File: src/rtl/mitchell_pkg.sv
// Shared constants and stage payload types for the Mitchell logarithmic divider.
// Fraction fields are sized for the widest legal FRAC_W; narrower builds leave the upper bits zero.
package mitchell_pkg;

  localparam int DIVIDEND_W = 32;
  localparam int DIVISOR_W  = 16;
  localparam int QUOT_W     = 16;
  localparam int EXP_W      = 7;
  localparam int KA_W       = 5;
  localparam int KB_W       = 4;
  localparam int FRAC_MAX   = 24;

  localparam logic [QUOT_W-1:0] Q_MAX = 16'h7FFF;
  localparam logic [QUOT_W-1:0] Q_MIN = 16'h8000;

  typedef struct packed {
    logic [FRAC_MAX-1:0] fa;
    logic [FRAC_MAX-1:0] fb;
    logic [KA_W-1:0]     ka;
    logic [KB_W-1:0]     kb;
    logic                sign;
    logic                a_neg;
    logic                dz;
    logic                az;
  } s1_pay_t;

  typedef struct packed {
    logic [FRAC_MAX:0]        m;
    logic signed [EXP_W-1:0]  ex;
    logic                     sign;
    logic                     a_neg;
    logic                     dz;
    logic                     az;
  } s2_pay_t;

endpackage

File: src/rtl/mitchell_lod_norm.sv
// Leading-one detector plus normalizer: reports the leading-one position and the
// bits below it left-aligned into FRAC_W bits (truncated or zero-filled).
module mitchell_lod_norm #(
  parameter int IN_W   = 32,
  parameter int FRAC_W = 15
) (
  input  logic [IN_W-1:0]         x_i,
  output logic [$clog2(IN_W)-1:0] pos_o,
  output logic [FRAC_W-1:0]       frac_o,
  output logic                    zero_o
);

  localparam int POS_W = $clog2(IN_W);

  logic [IN_W+FRAC_W-1:0] wide;

  always_comb begin
    pos_o = '0;
    for (int i = 0; i < IN_W; i++) begin
      if (x_i[i]) pos_o = POS_W'(i);
    end
  end

  // Shifting by IN_W-pos pushes the leading one out of the top, leaving the fraction MSB-first.
  assign wide   = {x_i, {FRAC_W{1'b0}}} << (IN_W - int'(pos_o));
  assign frac_o = FRAC_W'(wide >> IN_W);
  assign zero_o = (x_i == '0);

endmodule

File: src/rtl/mitchell_div_pipe.sv
// Three-stage approximate signed divider (32/16 -> 16) using Mitchell log arithmetic.
// Handshake: a side transfers when valid & ready; all stages advance together when en = ~out_valid | out_ready.
module mitchell_div_pipe
  import mitchell_pkg::*;
#(
  parameter int FRAC_W = 15
) (
  input  logic                  clk,
  input  logic                  rst,
  input  logic                  in_valid,
  output logic                  in_ready,
  input  logic [DIVIDEND_W-1:0] in_a,
  input  logic [DIVISOR_W-1:0]  in_b,
  output logic                  out_valid,
  input  logic                  out_ready,
  output logic [QUOT_W-1:0]     out_q,
  output logic                  out_ovf,
  output logic                  out_dz
);

  logic                  en;
  logic [DIVIDEND_W-1:0] a_abs;
  logic [DIVISOR_W-1:0]  b_abs;
  logic [KA_W-1:0]       ka;
  logic [KB_W-1:0]       kb;
  logic [FRAC_W-1:0]     fa, fb;
  logic                  a_zero, b_zero;

  s1_pay_t s1_d, s1_q;
  s2_pay_t s2_d, s2_q;
  logic    v1_q, v2_q, ov_q;

  logic [QUOT_W-1:0] q_d, q_q;
  logic              ovf_d, ovf_q, dz_d, dz_q;

  assign en       = ~ov_q | out_ready;
  assign in_ready = en;

  // ---------------- S1: magnitudes, leading one, special cases ----------------
  assign a_abs = in_a[DIVIDEND_W-1] ? (~in_a + 32'd1) : in_a;
  assign b_abs = in_b[DIVISOR_W-1]  ? (~in_b + 16'd1) : in_b;

  mitchell_lod_norm #(.IN_W(DIVIDEND_W), .FRAC_W(FRAC_W)) u_lod_a (
    .x_i(a_abs), .pos_o(ka), .frac_o(fa), .zero_o(a_zero)
  );

  mitchell_lod_norm #(.IN_W(DIVISOR_W), .FRAC_W(FRAC_W)) u_lod_b (
    .x_i(b_abs), .pos_o(kb), .frac_o(fb), .zero_o(b_zero)
  );

  always_comb begin
    s1_d       = '0;
    s1_d.fa    = FRAC_MAX'(fa);
    s1_d.fb    = FRAC_MAX'(fb);
    s1_d.ka    = ka;
    s1_d.kb    = kb;
    s1_d.sign  = in_a[DIVIDEND_W-1] ^ in_b[DIVISOR_W-1];
    s1_d.a_neg = in_a[DIVIDEND_W-1];
    s1_d.dz    = b_zero;
    s1_d.az    = a_zero;
  end

  // ---------------- S2: log difference and mantissa select ----------------
  logic [FRAC_MAX:0]       d_full;
  logic signed [EXP_W-1:0] e_raw;

  always_comb begin
    s2_d       = '0;
    d_full     = {1'b0, s1_q.fa} - {1'b0, s1_q.fb};
    e_raw      = $signed(EXP_W'(s1_q.ka)) - $signed(EXP_W'(s1_q.kb));
    // A negative difference borrows one from the exponent: m = 2^(F+1) + d, else 2^F + d.
    if (d_full[FRAC_MAX]) begin
      s2_d.m  = d_full + (FRAC_MAX+1)'(2) ** (FRAC_W+1);
      s2_d.ex = e_raw - 7'sd1;
    end else begin
      s2_d.m  = d_full + (FRAC_MAX+1)'(2) ** FRAC_W;
      s2_d.ex = e_raw;
    end
    s2_d.sign  = s1_q.sign;
    s2_d.a_neg = s1_q.a_neg;
    s2_d.dz    = s1_q.dz;
    s2_d.az    = s1_q.az;
  end

  // ---------------- S3: antilog shift, saturation, sign ----------------
  logic [FRAC_MAX+16:0] w;
  logic [QUOT_W-1:0]    mag;
  logic                 big;

  always_comb begin
    w     = (FRAC_MAX+17)'(s2_q.m) << s2_q.ex[3:0];
    mag   = 16'(w >> FRAC_W);
    big   = 1'b0;
    q_d   = '0;
    ovf_d = 1'b0;
    dz_d  = 1'b0;
    if (s2_q.ex < 7'sd0) mag = '0;
    else if (s2_q.ex > 7'sd15) big = 1'b1;

    if (s2_q.dz) begin
      q_d  = s2_q.a_neg ? Q_MIN : Q_MAX;
      dz_d = 1'b1;
    end else if (s2_q.az) begin
      q_d = '0;
    end else if (big || (!s2_q.sign && mag > 16'd32767) || (s2_q.sign && mag > 16'd32768)) begin
      q_d   = s2_q.sign ? Q_MIN : Q_MAX;
      ovf_d = 1'b1;
    end else begin
      q_d = s2_q.sign ? (~mag + 16'd1) : mag;
    end
  end

  always_ff @(posedge clk) begin
    if (rst) begin
      v1_q  <= 1'b0;
      v2_q  <= 1'b0;
      ov_q  <= 1'b0;
      s1_q  <= '0;
      s2_q  <= '0;
      q_q   <= '0;
      ovf_q <= 1'b0;
      dz_q  <= 1'b0;
    end else if (en) begin
      v1_q <= in_valid;
      s1_q <= s1_d;
      v2_q <= v1_q;
      s2_q <= s2_d;
      ov_q <= v2_q;
      if (v2_q) begin
        q_q   <= q_d;
        ovf_q <= ovf_d;
        dz_q  <= dz_d;
      end
    end
  end

  assign out_valid = ov_q;
  assign out_q     = q_q;
  assign out_ovf   = ovf_q;
  assign out_dz    = dz_q;

endmodule
File: config.mk
export PLATFORM = sky130hd
export DESIGN_NAME = mitchell_div_pipe
export DESIGN_NICKNAME = d
export VERILOG_FILES = /design/src/rtl/mitchell_pkg.sv /design/src/rtl/mitchell_lod_norm.sv /design/src/rtl/mitchell_div_pipe.sv
export SDC_FILE = /design/constraint.sdc
export NUM_CORES = 1
export LEC_CHECK = 0
export ABC_AREA = 1
export BUFFER_PORTS_ARGS = -buffer_cell sky130_fd_sc_hd__buf_2
export CORE_AREA = 2 2 178 180
export DETAILED_ROUTE_END_ITERATION = 10
export DIE_AREA = 0 0 180 182
export GPL_TIMING_DRIVEN = 0
export PLACE_DENSITY = 0.5
export REMOVE_ABC_BUFFERS = 1
export SKIP_CTS_REPAIR_TIMING = 1
export SLEW_MARGIN = 20
export SYNTH_ARGS = -nofsm -noshare
export SYNTH_HDL_FRONTEND = slang
export SYNTH_SLANG_ARGS = --single-unit
File: constraint.sdc
create_clock -name clk -period 4.67 [get_ports clk]
set_input_delay 0.934 -clock clk [delete_from_list [all_inputs] [get_ports clk]]
set_output_delay 0.934 -clock clk [all_outputs]
set_load 0.01 [all_outputs]
==> implementation parameters <==
Parameter                              Value

Clock tree
  CTS buffer count ... 9
  Clock Sinks ... 91
  Post-CTS clock slew at the launch and capture registers of the worst setup and hold paths ... 0.07 ns
  Root buffer selected by CTS ... clkbuf_16
  CTS max path bufs ... 2
  H-tree level count ... 3
  Later-pin clock latency in the skew report ... 0.35 ns
  Clock tree from TritonCTS ... built

Die
  Area of the core ... 0.0310 mm2
  # rows ... 65
  IO Pins ... 72
  Die boundary height ... 182 um
  Die outline width ... 180 um
  Effective utilization at floorplan ... 29.5%
  Die ar. ... 0.0328 mm2

Layout
  Final design instance area without fill ... 0.0111 mm2
  Fraction of layout cells with a size suffix above 1 ... 18.7%
  Fill cell instance count of the final layout ... 3487
  Area growth from synthesis to layout ... 21.9%
  Diode count ... 0
  Fin nets ... 1695

Worst setup path
  Worst-path maximum fanout ... 23
  Number of cells traversed by the worst register-to-register path ... 19
  Biggest cell delay along the critical path ... 0.67 ns
  CP endpoint kind ... flip-flop
  Critical path data arrival time ... 4.78 ns
  Most repeated library cell on the critical path ... nand2_1
  Type of the setup path with the least slack ... input pin to flip-flop
  Worst r2r dst ... out_q[2]
  Slowest cell on crit path ... clkinvlp_2
  Startpoint of the lowest-slack register-to-register path ... s2_q[4]
  Crit path required time ... 4.95 ns
  Startpoint type of the worst setup path ... input pin
  Reg-to-reg setup timing slack ... 0.66 ns

Timing
  Final count of hold timing violations ... 0
  Fin Hold WS ... 0.466 ns
  Setup repair after global routing missed its margin ... true
  Total Neg Setup Slack ... 0 ns
  Setup skew after layout ... 0.0118 ns
  Remaining max-slew budget at the tightest pin ... 31.0%
  Achievable clock frequency ... 222 MHz
  Pin slew with the least headroom to its limit ... 1.03 ns
  Final Cycle Share ... 96.4%
  Max-slew violation count ... 0
  Clock period minus final worst setup slack ... 4.50 ns
  Number of endpoints failing setup at the final stage ... 0

Global routing
  Number of antenna violations at the first check in global routing ... 0
  Largest net degree at the start of global routing ... 68
  Via count of the first global-routing pass ... 8843
  Total global routing overflow ... 0
  First-pass GRT wire length ... 43900 um
  GRT Total Usage ... 15.9%

Hold path
  Hold-critical path endpoint ... s1_q[15]
  Hold Path Depth ... 2
  Worst Hold Class ... flip-flop to flip-flop
  Hold Path Origin ... s1_q[15]

Synth
  Synthesis warning total ... 0
  Commonest cells in the netlist ... 395 x nand2_1, 216 x nand3_1, 189 x inv_1
  Number of enable flip-flop cells after synthesis ... 0
  Library cell with the highest instance count after synthesis ... nand2_1
  Mean Syn Cell Area ... 5.87 um2
  Number of register bits inferred by synthesis ... 91
  Share of synthesized flip-flops with an asynchronous set or reset ... 0%
  Cell type with the highest aggregate area in the netlist ... dfxtp_1
  Area fraction of the dominant cell type after synthesis ... 19.9%
  Distinct cell type count after synthesis ... 54
  Gate count after technology mapping ... 1555
  Sequential-to-total area share from yosys stat ... 19.9%
  Syn Std Cell Area ... 0.00913 mm2
  Top cells by area, synth ... dfxtp_1 20%, nand2_1 16%, nand3_1 12%
  Synth Flop Type ... dfxtp_1

Placement
  Detailed placer's ending HPWL ... 20500 um
  Area of placed instances ... 0.00973 mm2
  Last weighted congestion value of the routability-driven placer ... 0.877
  IO buf count ... 71

Pwr
  Overall power ... 4.58 mW
  Power Density ... 411 mW/mm2
  Highest ir drop seen on vdd ... 0.000160 V
  Cell leakage power ... 5.36 nW

Drt
  Initial detailed-routing violation count ... 712
  Wirelength per Cell ... 14.5 um
  Via density ... 4.95
  DRC violation count after routing ... 0
  Total routed wirelength ... 29300 um
  Drt first pass iters ... 6
  Overall via count from detail_route ... 10000
  Antenna-violating nets left ... 0

Flow run
  Max-cap check violation count ... 0

Outcome
  Status ... completed
==> metrics by stage <==
stage	std cells	setup slack [ns]	util, %
floorplan	1479	-1.34	-
global placement	1952	-3.55	31.1
detailed placement	1955	-2.82	31.4
CTS	1971	-2.47	32.4
global route	2022	-0.0889	35.9
finish	2022	0.167	35.9
==> layout by cell type (no fill, tap or decap), drive strengths merged <==
cell and n:
nand2 408, nand3 221, inv 205, o21ai 135
nor2 120, buf 113, dfxtp 91, a21oi 89
xor2 56, ha 26, nor3 24, o211ai 17
o21bai 14, nand4 11, clkbuf 10, a31oi 9
xnor2 9, or2 9, o221ai 7, clkinvlp 7
nor4 7, o22ai 4, nand3b 3, a22oi 3
clkinv 3, mux2i 2, a41oi 2, and2 2
a211oi 2, o311ai 2, fa 2, o31ai 2
a21boi 2, a21o 1, a221oi 1, bufinv 1
==> cell type report <==
type / instances / area (um2) / area share, %
Sequential cell: 91 / 1820 / 16.4
Tap cell: 402 / 503 / 4.52
Timing Repair inverter: 3 / 20.0 / 0.180
Multi-Input combinational cell: 1190 / 6840 / 61.5
Clock buffer: 9 / 225 / 2.02
Timing Repair Buffer: 114 / 821 / 7.37
Inverter: 206 / 806 / 7.24
Clock inverter: 7 / 92.6 / 0.832
==> critical path, delay by kind of cell <==
kind	cells	cell delay (ns)
compound gates	2	0.56
xor+xnor	1	0.22
fa+ha+maj	1	0.34
buf+inv	5	1.28
simple gates	21	1.41
==> per-layer routing <==
layer | track usage, % | wire, um | up-vias
met3 | 1.46 | 1120 | 55
met1 | 21.5 | 13700 | 4514
met5 | 0 | 0 | -
met4 | 4.78 | 885 | 0
met2 | 26.8 | 13600 | 232
li1 | - | - | 5211
==> logic make-up (layout without fill, tap and decap cells) <==
family / count (synthesis) / after routing / share of synthesized area (%)
AND/OR/NAND/NOR: 798 / 805 / 39.0
buffers and inverters: 282 / 339 / 12.3
flip-flops: 91 / 91 / 19.9
XOR/XNOR: 64 / 65 / 6.67
AO/OA/AOI/OAI: 290 / 290 / 17.8
adder cells (fa/ha/maj): 28 / 28 / 4.00
multiplexers: 2 / 2 / 0.219
==> sequential cells by signal, indices dropped and copies added, names as in the netlist <==
register,cells
out_valid,1
s1_q,43
s2_q,27
out_q,16
v1_q,1
v2_q,1
out_dz,1
out_ovf,1
==> worst max-delay path by stage <==
stage                     startpoint  endpoint  slack [ns]  cells after the start
after floorplan              in_a[0]  s1_q[47]       -1.34                     24
after detailed placement    in_a[31]  s1_q[49]       -2.82                     42
after global placement     out_ready  s1_q[27]       -3.55                      9
final                       in_a[31]  s1_q[48]        0.17                     30
after CTS                   in_a[31]  s1_q[49]       -2.47                     42
after global routing         in_a[1]  s1_q[51]       -0.09                     42
==> where the power goes <==
group,total [mW],internal (mW),switching [mW],leakage [nW]
clock,0.783,0.431,0.351,0.156
sequential,1.08,0.937,0.142,0.754
combinational,2.72,1.00,1.72,4.45
(Power assumes the default switching activity.)
